===== src/rtl/usb_dev_out_responder_if.sv =====
// Bundles the decoded-packet input, handshake output and memory write port
// of the USB OUT responder into one interface.
interface usb_dev_out_responder_if;
  logic        pkt_valid;
  logic [3:0]  pkt_pid;
  logic [6:0]  pkt_addr;
  logic [3:0]  pkt_endp;
  logic [63:0] pkt_data;
  logic        pkt_crc_ok;
  logic        hs_valid;
  logic [3:0]  hs_pid;
  logic        hs_ready;
  logic        mem_we;
  logic [15:0] mem_addr;
  logic [63:0] mem_wdata;
  logic        err_no_addr;

  modport slave (
    input  pkt_valid, pkt_pid, pkt_addr, pkt_endp, pkt_data, pkt_crc_ok, hs_ready,
    output hs_valid, hs_pid, mem_we, mem_addr, mem_wdata, err_no_addr
  );

  modport master (
    output pkt_valid, pkt_pid, pkt_addr, pkt_endp, pkt_data, pkt_crc_ok, hs_ready,
    input  hs_valid, hs_pid, mem_we, mem_addr, mem_wdata, err_no_addr
  );
endinterface


===== src/rtl/usb_dev_out_responder.sv =====
// Device-side USB OUT responder: pairs OUT tokens with DATA packets, answers
// ACK/NAK, tracks per-endpoint toggles and issues address+data memory writes.
module usb_dev_out_responder #(
  parameter logic [6:0]  DEV_ADDR  = 7'd5,
  parameter logic [3:0]  ADDR_ENDP = 4'd4,
  parameter logic [3:0]  DATA_ENDP = 4'd8,
  parameter int unsigned TIMEOUT   = 255
) (
  input  logic                    clk,
  input  logic                    rst,
  usb_dev_out_responder_if.slave  bus
);
  localparam int TW = $clog2(TIMEOUT + 1);
  localparam logic [3:0] PID_OUT   = 4'b0001;
  localparam logic [3:0] PID_DATA0 = 4'b0011;
  localparam logic [3:0] PID_DATA1 = 4'b1011;
  localparam logic [3:0] PID_ACK   = 4'b0010;
  localparam logic [3:0] PID_NAK   = 4'b1010;
  localparam logic [TW-1:0] TIMER_LAST = TW'(TIMEOUT - 1);

  typedef enum logic [1:0] {IDLE, WAIT_DATA, SEND_HS} state_t;

  state_t      state, state_next;
  logic        ep_data_q;
  logic        tog_addr_q, tog_data_q;
  logic        addr_valid_q;
  logic [TW-1:0] timer_q;
  logic [15:0] addr_q;
  logic [3:0]  hs_pid_q, hs_pid_next;
  logic        mem_we_q, err_q;
  logic [15:0] mem_addr_q;
  logic [63:0] mem_wdata_q;

  logic token_ok, is_data, exp_tog, tog_match;
  logic latch, commit;

  always_comb begin
    token_ok  = bus.pkt_valid && (bus.pkt_pid == PID_OUT) && bus.pkt_crc_ok &&
                (bus.pkt_addr == DEV_ADDR) &&
                ((bus.pkt_endp == ADDR_ENDP) || (bus.pkt_endp == DATA_ENDP));
    is_data   = bus.pkt_valid && ((bus.pkt_pid == PID_DATA0) || (bus.pkt_pid == PID_DATA1));
    exp_tog   = ep_data_q ? tog_data_q : tog_addr_q;
    tog_match = ((bus.pkt_pid == PID_DATA1) == exp_tog);
  end

  // A fresh token always wins in WAIT_DATA; a DATA packet on the last timer
  // cycle still beats the timeout.
  always_comb begin
    state_next  = state;
    hs_pid_next = hs_pid_q;
    latch       = 1'b0;
    commit      = 1'b0;
    case (state)
      IDLE: begin
        if (token_ok) begin
          latch      = 1'b1;
          state_next = WAIT_DATA;
        end
      end
      WAIT_DATA: begin
        if (token_ok) begin
          latch = 1'b1;
        end else if (is_data) begin
          state_next = SEND_HS;
          if (!bus.pkt_crc_ok) begin
            hs_pid_next = PID_NAK;
          end else begin
            hs_pid_next = PID_ACK;
            commit      = tog_match;
          end
        end else if (timer_q == TIMER_LAST) begin
          state_next = IDLE;
        end
      end
      SEND_HS: begin
        if (bus.hs_ready) state_next = IDLE;
      end
      default: state_next = IDLE;
    endcase
  end

  always_ff @(posedge clk) begin
    if (rst) begin
      state        <= IDLE;
      ep_data_q    <= 1'b0;
      tog_addr_q   <= 1'b0;
      tog_data_q   <= 1'b0;
      addr_valid_q <= 1'b0;
      timer_q      <= '0;
      addr_q       <= '0;
      hs_pid_q     <= '0;
      mem_we_q     <= 1'b0;
      err_q        <= 1'b0;
      mem_addr_q   <= '0;
      mem_wdata_q  <= '0;
    end else begin
      state    <= state_next;
      hs_pid_q <= hs_pid_next;
      mem_we_q <= 1'b0;
      err_q    <= 1'b0;
      if (latch) begin
        ep_data_q <= (bus.pkt_endp == DATA_ENDP);
        timer_q   <= '0;
      end else if (state == WAIT_DATA && timer_q != TIMER_LAST) begin
        timer_q <= timer_q + 1'b1;
      end
      // The write fires only once both the address and data phases have landed.
      if (commit) begin
        if (!ep_data_q) begin
          tog_addr_q   <= ~tog_addr_q;
          addr_q       <= bus.pkt_data[15:0];
          addr_valid_q <= 1'b1;
        end else begin
          tog_data_q <= ~tog_data_q;
          if (addr_valid_q) begin
            mem_we_q     <= 1'b1;
            mem_addr_q   <= addr_q;
            mem_wdata_q  <= bus.pkt_data;
            addr_valid_q <= 1'b0;
          end else begin
            err_q <= 1'b1;
          end
        end
      end
    end
  end

  assign bus.hs_valid    = (state == SEND_HS);
  assign bus.hs_pid      = hs_pid_q;
  assign bus.mem_we      = mem_we_q;
  assign bus.mem_addr    = mem_addr_q;
  assign bus.mem_wdata   = mem_wdata_q;
  assign bus.err_no_addr = err_q;
endmodule

===== src/flat_wrapper.sv =====
// flat-port wrapper written by rule: the top's interface ports become plain ports
module usb_dev_out_responder_flat 
#(
  parameter logic [6:0]  DEV_ADDR  = 7'd5,
  parameter logic [3:0]  ADDR_ENDP = 4'd4,
  parameter logic [3:0]  DATA_ENDP = 4'd8,
  parameter int unsigned TIMEOUT   = 255
)
  (clk, rst, bus_pkt_valid, bus_pkt_pid, bus_pkt_addr, bus_pkt_endp, bus_pkt_data, bus_pkt_crc_ok, bus_hs_ready, bus_hs_valid, bus_hs_pid, bus_mem_we, bus_mem_addr, bus_mem_wdata, bus_err_no_addr);
  usb_dev_out_responder_if bus_i ();
  input  logic clk;
  input  logic rst;
  input wire logic [$bits(bus_i.pkt_valid)-1:0] bus_pkt_valid;
  input wire logic [$bits(bus_i.pkt_pid)-1:0] bus_pkt_pid;
  input wire logic [$bits(bus_i.pkt_addr)-1:0] bus_pkt_addr;
  input wire logic [$bits(bus_i.pkt_endp)-1:0] bus_pkt_endp;
  input wire logic [$bits(bus_i.pkt_data)-1:0] bus_pkt_data;
  input wire logic [$bits(bus_i.pkt_crc_ok)-1:0] bus_pkt_crc_ok;
  input wire logic [$bits(bus_i.hs_ready)-1:0] bus_hs_ready;
  output wire logic [$bits(bus_i.hs_valid)-1:0] bus_hs_valid;
  output wire logic [$bits(bus_i.hs_pid)-1:0] bus_hs_pid;
  output wire logic [$bits(bus_i.mem_we)-1:0] bus_mem_we;
  output wire logic [$bits(bus_i.mem_addr)-1:0] bus_mem_addr;
  output wire logic [$bits(bus_i.mem_wdata)-1:0] bus_mem_wdata;
  output wire logic [$bits(bus_i.err_no_addr)-1:0] bus_err_no_addr;
  assign bus_i.pkt_valid = bus_pkt_valid;
  assign bus_i.pkt_pid = bus_pkt_pid;
  assign bus_i.pkt_addr = bus_pkt_addr;
  assign bus_i.pkt_endp = bus_pkt_endp;
  assign bus_i.pkt_data = bus_pkt_data;
  assign bus_i.pkt_crc_ok = bus_pkt_crc_ok;
  assign bus_i.hs_ready = bus_hs_ready;
  assign bus_hs_valid = bus_i.hs_valid;
  assign bus_hs_pid = bus_i.hs_pid;
  assign bus_mem_we = bus_i.mem_we;
  assign bus_mem_addr = bus_i.mem_addr;
  assign bus_mem_wdata = bus_i.mem_wdata;
  assign bus_err_no_addr = bus_i.err_no_addr;
  usb_dev_out_responder #(.DEV_ADDR(DEV_ADDR), .ADDR_ENDP(ADDR_ENDP), .DATA_ENDP(DATA_ENDP), .TIMEOUT(TIMEOUT)) u_core (.clk(clk), .rst(rst), .bus(bus_i));
endmodule

===== config.mk =====
export PLATFORM = sky130hd
export DESIGN_NAME = usb_dev_out_responder_flat
export DESIGN_NICKNAME = d
export VERILOG_FILES = /design/src/rtl/usb_dev_out_responder_if.sv /design/src/rtl/usb_dev_out_responder.sv /design/src/flat_wrapper.sv
export SDC_FILE = /design/constraint.sdc
export NUM_CORES = 1
export LEC_CHECK = 0
export CORE_ASPECT_RATIO = 0.9
export CORE_MARGIN = 3
export CORE_UTILIZATION = 41
export CTS_CLUSTER_SIZE = 25
export DETAILED_ROUTE_END_ITERATION = 12
export PLACE_DENSITY = 0.79
export SLEW_MARGIN = 20
export SYNTH_ARGS = -nofsm -noshare
export SYNTH_HDL_FRONTEND = slang
export SYNTH_SLANG_ARGS = --single-unit

===== constraint.sdc =====
create_clock -name clk -period 1.46 [get_ports clk]
set_input_delay 0.219 -clock clk [delete_from_list [all_inputs] [get_ports clk]]
set_output_delay 0.219 -clock clk [all_outputs]
set_load 0.005 [all_outputs]

# ---- Word-level counts from Yosys, hierarchy flattened
# Index checks and enable logic that the tools add are counted.
dict set report totals {
  ff_bits 116
}
dict set report op_classes {
  add_sub_neg 1
  eq_ne 15
  muxes 17
  bitwise 5
  n_reduce_logical 17
}
# op n
set ops {}
lappend ops {{2-to-1 mux 1 bit} 10}
lappend ops {{2-to-1 mux 2 bit} 5}
lappend ops {{adder 8 x 1 -> 8 bit (second input constant)} 1}
lappend ops {{equality test 4 bit (second input constant)} 2}
lappend ops {{equality test 8 bit (second input constant)} 1}
lappend ops {{inequality test 8 bit (second input constant)} 1}
lappend ops {{equality test 7 x 3 -> 1 bit (second input constant)} 1}
lappend ops {{logical AND 1 bit} 6}
lappend ops {{case mux 2 bit (3 select lines)} 1}
lappend ops {{AND reduction 3 bit} 2}
lappend ops {{NOT 1 bit} 5}
lappend ops {{equality test 4 x 1 -> 1 bit (second input constant)} 1}
lappend ops {{equality test 4 x 2 -> 1 bit (second input constant)} 1}
lappend ops {{equality test 4 x 3 -> 1 bit (second input constant)} 1}
lappend ops {{2-to-1 mux 4 bit} 1}
lappend ops {{inequality test 2 bit (second input constant)} 2}
lappend ops {{AND reduction 2 bit} 2}
lappend ops {{AND reduction 4 bit} 1}
lappend ops {{OR reduction 2 bit} 2}
lappend ops {{inequality test 3 x 1 -> 1 bit (second input constant)} 1}
lappend ops {{OR reduction 3 bit} 1}
lappend ops {{equality test 2 x 1 -> 1 bit (second input constant)} 1}
lappend ops {{equality test 2 bit (second input constant)} 1}
lappend ops {{zero test 2 bit} 1}
lappend ops {{other kinds (3)} 4}

# ---- Longest topological paths before layout
# Gate-level depths: netlist of the first run.
dict set report logic_depth {
  word_depth 9
  mapped_depth 6
  depth_no_buf 6
}

# ---- Worst setup path after synthesis of the first run
# No wires, ideal clock.
dict set report synth_timing {
  kind {reg2reg}
  from {register u_core.timer_q[0]}
  to {register u_core.timer_q[1]}
  setup_ns 0.086
  arrival_ns 1.390
  t_required_ns 1.374
  slack_ns -0.015
  path_stages_with_launch 7
  n_path_buf 0
  path_cell_list {dfxtp_1 > inv_1 > ha_1 > and4_1 > a41oi_1 > nor2_1 > a211oi_1}
}
dict set report synth_via {
  elab_chain_cells 2
  word_cells_on_any_way 3
  cone_classes {add/sub: 1; eq/ne: 1; reduce/logical: 1}
}
# element line_no
set synth_lines {}
lappend synth_lines {{start: declaration} usb_dev_out_responder.sv:27} ;# logic [TW-1:0] timer_q;
lappend synth_lines {{start signal: assignment} usb_dev_out_responder.sv:105} ;# timer_q <= timer_q + 1'b1;
lappend synth_lines {{parallel branches: the longest is 2 deep, another holds adder 8 x 1 -> 8 bit} -}
# Parallel ways; which one is timed is not known.
# A chain may end at the register's enable or synchronous reset.

# ---- Worst setup path in the final report of the first run
dict set report layout_timing {
  from {register u_core.state[1]}
  to {register u_core.mem_wdata_q[49], in the netlist u_core.bus.mem_wdata[49]}
}
dict set report layout_via {
  elab_chain_cells 3
}
# element line_no
set layout_lines {}
lappend layout_lines {{start: declaration} usb_dev_out_responder.sv:23} ;# state_t state, state_next;
lappend layout_lines {{start signal: assignment} usb_dev_out_responder.sv:97} ;# state <= state_next;
lappend layout_lines {{equality test 2 x 1 -> 1 bit} usb_dev_out_responder.sv:53} ;# case (state)
lappend layout_lines {{2-to-1 mux 1 bit} usb_dev_out_responder.sv:53}
lappend layout_lines {{AND reduction 3 bit (no line)} -}
lappend layout_lines {{end signal: assignment} usb_dev_out_responder.sv:118} ;# mem_wdata_q <= bus.pkt_data;
lappend layout_lines {{end: declaration} usb_dev_out_responder.sv:32} ;# logic [63:0] mem_wdata_q;
# No other way between the ends.

==> results.yml, run 1 <==
power:
  p_switching_uw: 1630
  p_comb_share_pct: 6.0
  p_leak_uw: 0.00318
  vdd_drop_max_mv: 0.778
  pwr-share-clk_pct: 53.0
  p_int_uw: 5950
  switching_share_pct: 21.5
  powerDensity_mw_per_mm2: 914
  power_frac_seq_pct: 41.1
worst_setup_path:
  critPathArrivalTime_ns: 1.93
  crit_fanout: 5
  critPathSlowestCell: "dfxtp_2"
  critPathLaunch: "u_core.state[1]"
  reg2reg_depth: 6
  crit_chain: "and3b_2 -> and3_4 -> buf_12 -> clkbuf_16 -> nand4_1 -> a21oi_1"
  timing.rr.start: "u_core.state[1]"
  slowest_delay_ns: 0.33
  required_ns: 1.78
  r2r-end: "u_core.bus.mem_wdata[49]"
  critPathCaptureType: "flip-flop"
  reg2reg_setup_slack_ns: -0.15
  worstSetupEndpoint: "u_core.bus.mem_wdata[49]"
  cp-start-kind: "flip-flop"
  path_class: "reg2reg"
sta:
  fmax_mhz: 622
  timing_hold_violations_final: 0
  hold_ws_ns: 0.251
  worst_pin_slew_ns: 0.590
  layout_min_cycle_time_ns: 1.61
  setup_viol: 71
  slew_viol_final: 0
  fin_skew_ns: 0.00449
  layout_setup_ws_ns: -0.147
  rsz0062_at_grt: "true"
  slew_headroom_pct: 60.7
  fin_crit_sh_pct: 110
synthesis:
  synth_xor_area_share_pct: 1.72
  synthArstFlopShare_pct: 0
  yosys.area_share.simple_pct: 18.8
  synth_flop_cell: "dfxtp_1"
  synth_top_family_by_area: "compound AO/OA/AOI/OAI gates"
  synth_area_mm2: 0.00495
  synth.area.mux_share_pct: 3.86
  ys_ff_latch: 114
  synth.avg_cell_area_um2: 8.91
  synthCells: 556
  synth_compound_area_share_pct: 22.6
  ys_seq_area_share_pct: 46.1
  synth_cell_type_count: 48
  yosysWarnings: 0
  synthAdderAreaFrac_pct: 0.505
  synth_enable_flop_cells: 0
placed_design:
  place_area_mm2: 0.00699
  io_buffer_count: 168
  routabilityCongestion: 0.793
  dp_hpwl_um: 10900
clock_network:
  clock_latency_ns: 0.40
  clock_sinks: 114
  htreeDepth: 4
  cts_root_buffer: "clkbuf_16"
  cts_made_buffers: 17
  cts.path.max_buffers: 2
  cts_tree: "yes"
  clkTransAtPathRegs_ns: 0.05
global_routing:
  grt.busiest_layer: "met2"
  grtUsageTotal_pct: 24.5
  grt_pass1_vias: 5066
  antenna_found_initial: 0
  use_met1_pct: 30.8
  grt_overflow_total: 0
  use_met2_pct: 42.0
  grt_max_degree: 72
  met3_usage_pct: 5.77
  grt_pass1_wl_um: 26000
layout:
  area_growth_pct: 67.3
  fin_util_pct: 71.3
  drive_above_1_share_pct: 25.0
  final_area_mm2: 0.00829
  most-common-layout-cells: "95 x dfxtp_1, 82 x nand4_1, 81 x dlygate4sd2_1, 80 x clkdlybuf4s50_1, 79 x a21oi_1"
  nets: 821
  layout.cells.most_common: "dfxtp_1"
outcome:
  failed_checks: "negative setup slack"
  outcome: "finished with violations"
detailed_routing:
  drt_iter0_markers: 563
  routedWlPerCell_um: 20.4
  drc_errors: 0
  viasPerCell: 6.02
  finalWirelength_um: 18400
  vias: 5446
  first_pass_iters: 7
  antenna_left: 0
floorplan:
  design.core.area_mm2: 0.0116
  die_h_um: 110
  die_x_um: 122
  start_util_pct: 42.6
  ios: 171
  rows: 37
  dieArea_mm2: 0.0134
min_path:
  hp-class: "in2reg"
flow_run:
  drv_cap: 0
synth_stat cells (all sizes together) (2+ instances only):
library cell	instances	area [um2]
o21a	2	15.0
and3	2	12.5
ha	2	25.0
nand4	82	513
clkbuf	34	128
and4b	2	20.0
dfxtp	114	2280
nor2b	4	25.0
xnor2	4	42.6
nor2	17	63.8
a21oi	82	410
o21ai	4	20.0
nor4	3	18.8
nor3	5	25.0
buf	34	178
mux2i	18	180
nand4b	2	32.5
xor2	4	42.6
nand3	3	15.0
nand2	34	128
inv	2	7.50
a211oi	2	15.0
o31ai	80	601
nand3b	2	15.0
nor4b	2	17.5
how the worst min path moves through the flow:
stage / from / endpoint / slack, ns / cells past startpoint
floorplan: bus_pkt_data[0] / u_core.addr_q[0] / 0.36 / 2
global placement: u_core.addr_q[1] / u_core.addr_q[1] / 0.44 / 2
detailed placement: u_core.addr_q[15] / u_core.addr_q[15] / 0.45 / 2
CTS: rst / u_core.bus.mem_wdata[6] / 0.24 / 3
global route: rst / u_core.addr_valid_q / 0.26 / 3
finish: rst / u_core.bus.mem_wdata[14] / 0.25 / 3
layer usage:
| metal | part of all wire (%) | routed length, um |
|---|---|---|
| met1 | 39 | 7240 |
| met2 | 51 | 9370 |
| met5 | 0 | 0 |
| met3 | 7.4 | 1370 |
| met4 | 2.4 | 448 |
per-stage QoR:
stage / power (uW) / TNS (ns) / std cells / setup WS, ns
3_3_place_gp: 3590 / -50.34 / 851 / -0.493
2_1_floorplan: 3290 / 0 / 557 / 0.0250
6_report: 7580 / -4.47 / 904 / -0.147
5_1_grt: 7780 / -9.01 / 903 / -0.182
4_1_cts: 7560 / -1.10 / 890 / -0.0504
3_5_place_dp: 3590 / -54.28 / 851 / -0.579
registers in the layout, indices dropped and copies added, names as in the netlist:
signal and flops:
u_core.timer_q 8, u_core.bus.err_no_addr 1, u_core.tog_addr_q 1, u_core.bus.hs_pid 2, u_core.addr_q 16, u_core.bus.mem_we 1, u_core.ep_data_q 1, u_core.bus.mem_wdata 64
u_core.bus.mem_addr 16, u_core.tog_data_q 1, u_core.state 2, u_core.addr_valid_q 1
kinds of logic (layout without fill, tap and decap cells):
| logic type | Yosys count | count (layout) |
|---|---|---|
| AND/OR/NAND/NOR | 164 | 164 |
| adder cells (fa/ha/maj) | 2 | 2 |
| XOR/XNOR | 8 | 8 |
| AO/OA/AOI/OAI | 177 | 177 |
| buffers and inverters | 71 | 261 |
| multiplexers | 19 | 19 |
| other | 1 | 3 |
| flip-flops | 114 | 114 |
critical path: cells and delay by family, from the launching register on:
kind	cells	cell delay, ns
AND/OR/NAND/NOR	3	0.67
buffers and inverters	2	0.31
AO/OA/AOI/OAI	1	0.21
flip-flops	1	0.33
power by group through the flow:
stage / Clock [uW] / Sequential, uW / Combinational (uW)
finish: 4010 / 3110 / 453
global route: 4190 / 3110 / 475
CTS: 4010 / 3110 / 440
detailed placement: 0 / 3180 / 416
global placement: 0 / 3180 / 410
floorplan: 0 / 3180 / 112
what timing repair did:
action | 4_1_cts | 5_1_grt
resized for setup | 144 | 61
hold buffers | 0 | 0
hold endpoints to repair | 0 | 0
setup endpoints to repair | 179 | 115
pin swaps | 14 | 27
gates cloned | 4 | 7
buffers inserted | 4 | 6
layout make-up:
type                    count  area (um2)
flip-flops and latches    114        2310
fillers                   844        3330
diodes                      1        2.50
clock inverters            10         110
inverters                   3        11.3
well taps                 156         195
clock buffers              21         460
multi-input cells         372        2810
repair buffers            227        2390
No activity file was read; power rests on OpenSTA's default activity.
==> inputs of run 2 (changes only) <==
SKIP_CTS_REPAIR_TIMING = 1   (was unset)
==> run 2 against run 1 <==
Compared with the run above:
- the flow still finishes with violations (negative setup slack)
- fmax fell by 6.7%
- largest power group unchanged
- core utilization is 2.6 points higher
- sequential share of layout area is 1.1 points lower
==> results.yml, run 2 (synthesized netlist as in run 1, its figures left out) <==
outcome:
  outcome: "finished with violations"
  failed_checks: "negative setup slack"
global_routing:
  grtUsageTotal_pct: 23.0
  met3_usage_pct: 4.74
  grt_pass1_wl_um: 24600
  grt_overflow_total: 0
  grt.busiest_layer: "met2"
  use_met1_pct: 29.0
  grt_pass1_vias: 4926
  grt_max_degree: 72
  use_met2_pct: 39.1
  antenna_found_initial: 0
clock_network:
  clock_latency_ns: 0.40
  cts_root_buffer: "clkbuf_16"
  cts_made_buffers: 17
  clock_sinks: 114
  cts.path.max_buffers: 2
  cts_tree: "yes"
  clkTransAtPathRegs_ns: 0.05
  htreeDepth: 4
floorplan:
  ios: 171
  dieArea_mm2: 0.0134
  die_x_um: 122
  rows: 37
  design.core.area_mm2: 0.0116
  start_util_pct: 42.6
  die_h_um: 110
layout:
  area_growth_pct: 73.5
  nets: 824
  drive_above_1_share_pct: 23.1
  largest_register_ff_count: 64
  layout.cells.most_common: "dfxtp_1"
  stdcell_count: 907
  most-common-layout-cells: "101 x dfxtp_1, 88 x dlymetal6s2s_1, 82 x nand4_1, 79 x clkdlybuf4s50_1, 77 x a21oi_1"
power:
  p_int_uw: 5940
  vdd_drop_max_mv: 0.787
  p_comb_share_pct: 5.8
  switching_share_pct: 21.6
  pwr-share-clk_pct: 53.1
  power_frac_seq_pct: 41.1
  p_leak_uw: 0.00435
  p_switching_uw: 1640
  powerDensity_mw_per_mm2: 881
  power.total_uw: 7570
detailed_routing:
  drc_errors: 0
  viasPerCell: 6.18
  finalWirelength_um: 19900
  drt_iter0_markers: 648
  vias: 5609
  first_pass_iters: 5
  antenna_left: 0
  routedWlPerCell_um: 22.0
sta:
  layout_setup_ws_ns: -0.263
  fmax_mhz: 580
  slew_viol_final: 0
  slew_headroom_pct: 60.7
  rsz0062_at_grt: "true"
  fin_crit_sh_pct: 118
  setup_viol: 97
  hold_ws_ns: 0.254
  timing_hold_violations_final: 0
  fin_skew_ns: 0.00692
  layout_min_cycle_time_ns: 1.72
  worst_pin_slew_ns: 0.589
worst_setup_path:
  slowest_delay_ns: 0.32
  crit_fanout: 6
  crit_chain: "and3b_2 -> buf_6 -> nand3_4 -> clkbuf_16 -> o31ai_1 -> a21oi_1"
  critPathSlowestCell: "dfxtp_2"
  critPathCaptureType: "flip-flop"
  cp-start-kind: "flip-flop"
  required_ns: 1.72
  critPathArrivalTime_ns: 1.98
  path_class: "reg2reg"
placed_design:
  io_buffer_count: 168
  dp_cells: 851
  routabilityCongestion: 0.793
  dp_hpwl_um: 10900
min_path:
  hp-class: "in2reg"
flow_run:
  drv_cap: 0
## run 2: cell types whose count changed in the layout (fill, tap and decap cells not counted), sizes merged
| cell | previous run | this run |
|---|---|---|
| bufbuf | 1 | 0 |
| clkbuf | 26 | 29 |
| clkdlybuf4s50 | 80 | 79 |
| dlygate4sd2 | 81 | 0 |
| dlymetal6s2s | 5 | 88 |
## run 2: path summary, 6_finish.rpt
kind	slack (ns)	endpoint	startpoint	cells past startpoint
max reg2reg	-0.26	u_core.bus.mem_wdata[28]	u_core.state[1]	6
min	0.25	u_core.bus.mem_wdata[9]	rst	3
min reg2reg	0.46	u_core.bus.mem_wdata[63]	u_core.bus.mem_wdata[63]	2
max	-0.26	u_core.bus.mem_wdata[28]	u_core.state[1]	6
## run 2: area by class of cell
class,count,area [um2]
fill,769,3020
clock inverter,10,110
timing repair buffer,230,2750
sequential,114,2300
antenna,1,2.50
inverter,3,11.3
tap,156,195
clock buffer,21,460
multi-input combinational,372,2760
## run 2: stage by stage
stage / instance area (um2) / util, % / TNS [ns] / setup slack [ns]
3_3_place_gp: 6990 / 60.1 / -50.34 / -0.493
2_1_floorplan: 4970 / - / 0 / 0.0250
6_report: 8600 / 74.0 / -13.12 / -0.263
3_5_place_dp: 6990 / 60.1 / -54.28 / -0.579
5_1_grt: 8590 / 74.0 / -18.59 / -0.295
4_1_cts: 7560 / 65.0 / -10.90 / -0.314
## run 2: power groups by stage
stage                     clock network [uW]  registers [uW]  logic, uW
after detailed placement                   0            3180        416
after global routing                    4190            3110        463
final                                   4020            3110        442
after global placement                     0            3180        410
after CTS                               4010            3110        418
after floorplan                            0            3180        112
## run 2: critical path, delay by kind of cell (launching register included)
kind            cells  cell delay [ns]
simple gates        2             0.45
compound gates      2             0.43
buf+inv             2             0.35
flops               1             0.32
## run 2: layer usage
metal / vias to the layer above / wire length (um)
met3: 59 / 1490
met1: 2758 / 7700
li1: 2484 / -
met5: - / 0
met2: 308 / 10100
met4: 0 / 577
